--- src/rtl/instruction_fetch_unit.sv ---
// Instruction-fetch front end: PC sequencing, stall/flush redirect, IF/ID register
// and a sticky trap for fetches past the populated instruction memory.
module instruction_fetch_unit #(
   parameter int unsigned MEM_WORDS = 396,
   parameter logic [31:0] RESET_PC  = 32'h0000_0000
) (
   input  logic        Clk,
   input  logic        Reset,
   input  logic        Stall,
   input  logic        Flush,
   input  logic [31:0] TargetAddress,
   input  logic [31:0] Instruction,
   output logic [31:0] Address,
   output logic [31:0] IF_Instruction,
   output logic [31:0] IF_PCPlus4,
   output logic        IF_Valid,
   output logic        Fault,
   output logic [31:0] FetchCount
);

   localparam logic [31:0] MEM_LIMIT = MEM_WORDS;

   typedef enum logic [1:0] {INIT, RUN, FAULT} state_t;

   state_t      state_q, state_d;
   logic [31:0] pc_q, pc_d;
   logic [31:0] if_instr_q, if_instr_d;
   logic [31:0] if_pc4_q, if_pc4_d;
   logic        if_valid_q, if_valid_d;
   logic        fault_q, fault_d;
   logic [31:0] fetch_count_q, fetch_count_d;

   logic [31:0] target_aligned;
   logic        pc_out_of_range;
   logic        target_out_of_range;

   always_comb begin
      target_aligned      = {TargetAddress[31:2], 2'b00};
      pc_out_of_range     = {2'b00, pc_q[31:2]} >= MEM_LIMIT;
      target_out_of_range = {2'b00, target_aligned[31:2]} >= MEM_LIMIT;
   end

   always_comb begin
      state_d       = state_q;
      pc_d          = pc_q;
      if_instr_d    = if_instr_q;
      if_pc4_d      = if_pc4_q;
      if_valid_d    = if_valid_q;
      fault_d       = fault_q;
      fetch_count_d = fetch_count_q;
      unique case (state_q)
         INIT: state_d = RUN;
         RUN: begin
            if (Flush) begin
               // Redirect squashes the slot; IF_PCPlus4 keeps its old value.
               pc_d       = target_aligned;
               if_instr_d = 32'h0;
               if_valid_d = 1'b0;
            end else if (Stall) begin
               state_d = RUN;
            end else if (pc_out_of_range) begin
               state_d    = FAULT;
               fault_d    = 1'b1;
               if_instr_d = 32'h0;
               if_valid_d = 1'b0;
            end else begin
               if_instr_d    = Instruction;
               if_pc4_d      = pc_q + 32'd4;
               if_valid_d    = 1'b1;
               pc_d          = pc_q + 32'd4;
               fetch_count_d = fetch_count_q + 32'd1;
            end
         end
         FAULT: begin
            // Stall is ignored here; only a redirect can leave the trap.
            if_instr_d = 32'h0;
            if_valid_d = 1'b0;
            if (Flush) begin
               pc_d = target_aligned;
               if (!target_out_of_range) state_d = RUN;
            end
         end
         default: state_d = INIT;
      endcase
   end

   always_ff @(posedge Clk or negedge Reset) begin
      if (!Reset) begin
         state_q       <= INIT;
         pc_q          <= RESET_PC;
         if_instr_q    <= 32'h0;
         if_pc4_q      <= 32'h0;
         if_valid_q    <= 1'b0;
         fault_q       <= 1'b0;
         fetch_count_q <= 32'h0;
      end else begin
         state_q       <= state_d;
         pc_q          <= pc_d;
         if_instr_q    <= if_instr_d;
         if_pc4_q      <= if_pc4_d;
         if_valid_q    <= if_valid_d;
         fault_q       <= fault_d;
         fetch_count_q <= fetch_count_d;
      end
   end

   assign Address        = pc_q;
   assign IF_Instruction = if_instr_q;
   assign IF_PCPlus4     = if_pc4_q;
   assign IF_Valid       = if_valid_q;
   assign Fault          = fault_q;
   assign FetchCount     = fetch_count_q;

endmodule

--- config.mk ---
export PLATFORM = sky130hd
export DESIGN_NAME = instruction_fetch_unit
export DESIGN_NICKNAME = d
export VERILOG_FILES = /design/src/rtl/instruction_fetch_unit.sv
export SDC_FILE = /design/constraint.sdc
export NUM_CORES = 1
export LEC_CHECK = 0
export CORE_MARGIN = 2
export CORE_UTILIZATION = 34
export DETAILED_ROUTE_END_ITERATION = 10
export PLACE_DENSITY = 0.69
export SYNTH_ARGS = -nofsm -noshare
export SYNTH_HDL_FRONTEND = slang
export SYNTH_SLANG_ARGS = --single-unit
--- constraint.sdc ---
create_clock -name Clk -period 2.1 [get_ports Clk]
set_clock_uncertainty 0.2 [all_clocks]
set_input_delay 0.525 -clock Clk [delete_from_list [all_inputs] [get_ports Clk]]
set_output_delay 0.525 -clock Clk [all_outputs]
set_load 0.05 [all_outputs]
==> out/metrics.cfg <==
[logic_synthesis]
synth_cell_types=53
synth_edf_count=0
yosysSeqAreaShare_pct=55.9
synth_cells=521
synth_area_um2=5730
yosys_warnings=0
ys_ff_latch=128
synthFlopType=dfrtp_1
synth_async_sr_flop_share_pct=100
post_synth.cell_area_avg_um2=11.0

[detailed_routing]
drc=0
totalWireLength_mm=17.6
drt_iter0_markers=243
via_count=5231
ant_nets=0
dr.pass1.iters=5
routedWlPerCell_um=16.9
viasPerCell=5.02

[cts]
htree_levels=4
clk_latency_ns=0.41
root_buffer=clkbuf_16
clkSinkCount=128
cts_tree=yes
numCtsBuffers=17
clock_path_buffers=2
clkTransAtPathRegs_ns=0.05

[placed_design]
dp.cells=989
portBuffers=191
finalWeightedCongestion=0.865
place_area_um2=8440
dp_hpwl_mm=12.1

[pwr]
cellPowerDensity_nw_per_um2=1110
p_clk_share_pct=28.3
p_comb_share_pct=42.5
swShare_pct=36.5
power.leakage_uw=0.00448
switching_power_uw=3890
p_seq_share_pct=29.2
internal-power_uw=6780
ir_worst_vdd_v=0.000943

[status]
violations=setup timing
status=finished, violations left

[grt]
first_global_vias=5316
antenna_found_initial=1
grt_max_degree=56
globalRouteOverflowTotal=0
track_usage_pct=19.5
grt_first_pass_wirelength_mm=27.7

[setup_path]
crit_slowest_cell=dfrtp_2
crit_arrival_ns=2.38
path_max_fanout=22
cp-end-kind=register
start_kind=register
crit_chain=a2111oi_4, buf_4, nor2_4, nor4_4, buf_12, buf_12, buf_16, a22o_1
crit_type=register to register
critPathMostFrequentCell=buf_12
cp.required_ns=2.24
critPathMaxStageDelay_ns=0.42

[floorplanning]
initial_core_util_pct=34.7
core-area_um2=16500
die_y_um=134
io_pins=198
die-area_um2=17900
die_w_um=134
num_rows=47

[finish]
finalNonFillerCells=1041
design_area_um2=9630
layout-drive-gt1-share_pct=43.7
final.fill_count=1325
synthToLayoutAreaGrowth_pct=67.9
final_common_cell=buf_4
layout.nets=879
mostFrequentLayoutCells=193 x buf_4, 98 x dfrtp_1, 63 x clkdlybuf4s50_1

[timing]
drv_slew=0
setup_ws_ns=-0.139
tns_ns=-7.25
worst_slew_pin_slew_ns=0.511
holdWs_ns=0.261
slew_headroom_pct=65.9
fin_crit_ns=2.24
fin_crit_sh_pct=107
finalHoldViolCount=0
rsz0062_at_grt=true
fmax_mhz=447
setup_viol=105

[job]
maxCapViolCount=0

[hold_path]
hold_path.class=register to register

Yosys cell counts (7+ instances only):
cell type	instances	area [um^2]
a21oi_1	37	185
a22o_1	33	289
and3_1	12	75.1
buf_2	9	45.0
buf_4	7	52.6
clkbuf_1	14	52.6
dfrtp_1	128	3200
nand2_1	44	165
nand3_1	31	155
nand4_1	17	106
nor2_1	28	105
nor2b_1	23	144
o21ai_0	14	70.1
xnor2_1	30	263
xor2_1	8	70.1
path summary, 6_finish.rpt:
check | start | to | slack [ns] | cells after the start
min | FetchCount[31]$_DFFE_PN0P_ | FetchCount[31]$_DFFE_PN0P_ | 0.26 | 1
max in group asynchronous | Reset | Address[18]$_DFFE_PN0P_ | 0.72 | 3
min in group asynchronous | Reset | Address[13]$_DFFE_PN0P_ | 0.35 | 2
max | Address[4]$_DFFE_PN0P_ | IF_Instruction[26]$_DFFE_PN0P_ | -0.14 | 8
max reg2reg | Address[4]$_DFFE_PN0P_ | IF_Instruction[26]$_DFFE_PN0P_ | -0.14 | 8
min reg2reg | FetchCount[31]$_DFFE_PN0P_ | FetchCount[31]$_DFFE_PN0P_ | 0.26 | 1
logic make-up (layout without fill, tap and decap cells):
group / count (synthesis) / count (layout) / share of synthesized area (%)
compound gates: 115 / 115 / 13.9
xor+xnor: 38 / 38 / 5.80
fa+ha+maj: 3 / 3 / 0.655
buf+inv: 38 / 334 / 3.29
flops: 128 / 128 / 55.9
mux: 3 / 3 / 0.589
other cells: 1 / 5 / 0.0654
simple gates: 195 / 195 / 19.9
layer usage:
layer  vias to the layer above  global-route usage (%)  wire, um
met3                        29                    4.65      1040
met1                      2551                    23.8      7280
li1                       2456                       -         -
met5                         -                       0         0
met4                         0                    7.21       360
met2                       195                    33.6      8930
registers in the layout, summed over array words and instances, names as in the netlist:
signal and flops:
FetchCount 32, IF_Instruction 32, Address 30, IF_PCPlus4 30, state_q 2, Fault 1, IF_Valid 1
through the flow:
stage                     total power [uW]  util [%]  worst slack (ns)
after detailed placement              7120      51.1            -0.543
final                                10700      58.3            -0.139
after CTS                            10400      56.6            -0.143
after floorplan                       5180         -            -0.181
after global placement                7040      51.1            -0.475
after global routing                 11200      58.3            -0.219
final cells by class:
class | count | area (um^2) | area share [%]
antenna | 1 | 2.50 | 0.0260
tap | 220 | 275 | 2.86
sequential | 128 | 3240 | 33.7
clock buffer | 24 | 472 | 4.90
inverter | 5 | 18.8 | 0.195
multi-input combinational | 358 | 2660 | 27.6
clock inverter | 7 | 135 | 1.40
timing repair buffer | 298 | 2830 | 29.4
power by group through the flow:
stage	clock (uW)	combinational, uW	sequential [uW]
2_1_floorplan	0	1130	4060
3_3_place_gp	0	3930	3110
3_5_place_dp	0	3980	3130
4_1_cts	3100	4250	3100
5_1_grt	3220	4810	3140
6_report	3020	4540	3110
critical path, delay by kind of cell, from the launching register on:
family	cells	cell delay [ns]
buffers and inverters	4	0.64
DFF	1	0.42
and+or+nand+nor	2	0.39
AOI/OAI and AO/OA	2	0.51
timing repair:
item / in CTS / in global routing
endpoints found under the hold margin: 21 / 0
hold buffers: 1 / 0
resized for setup: 33 / 50
cloned: 3 / 1
setup endpoints to repair: 109 / 127
pin swaps: 22 / 31
buffers inserted: 11 / 5
Note: power is estimated with default switching activity, not from simulation.
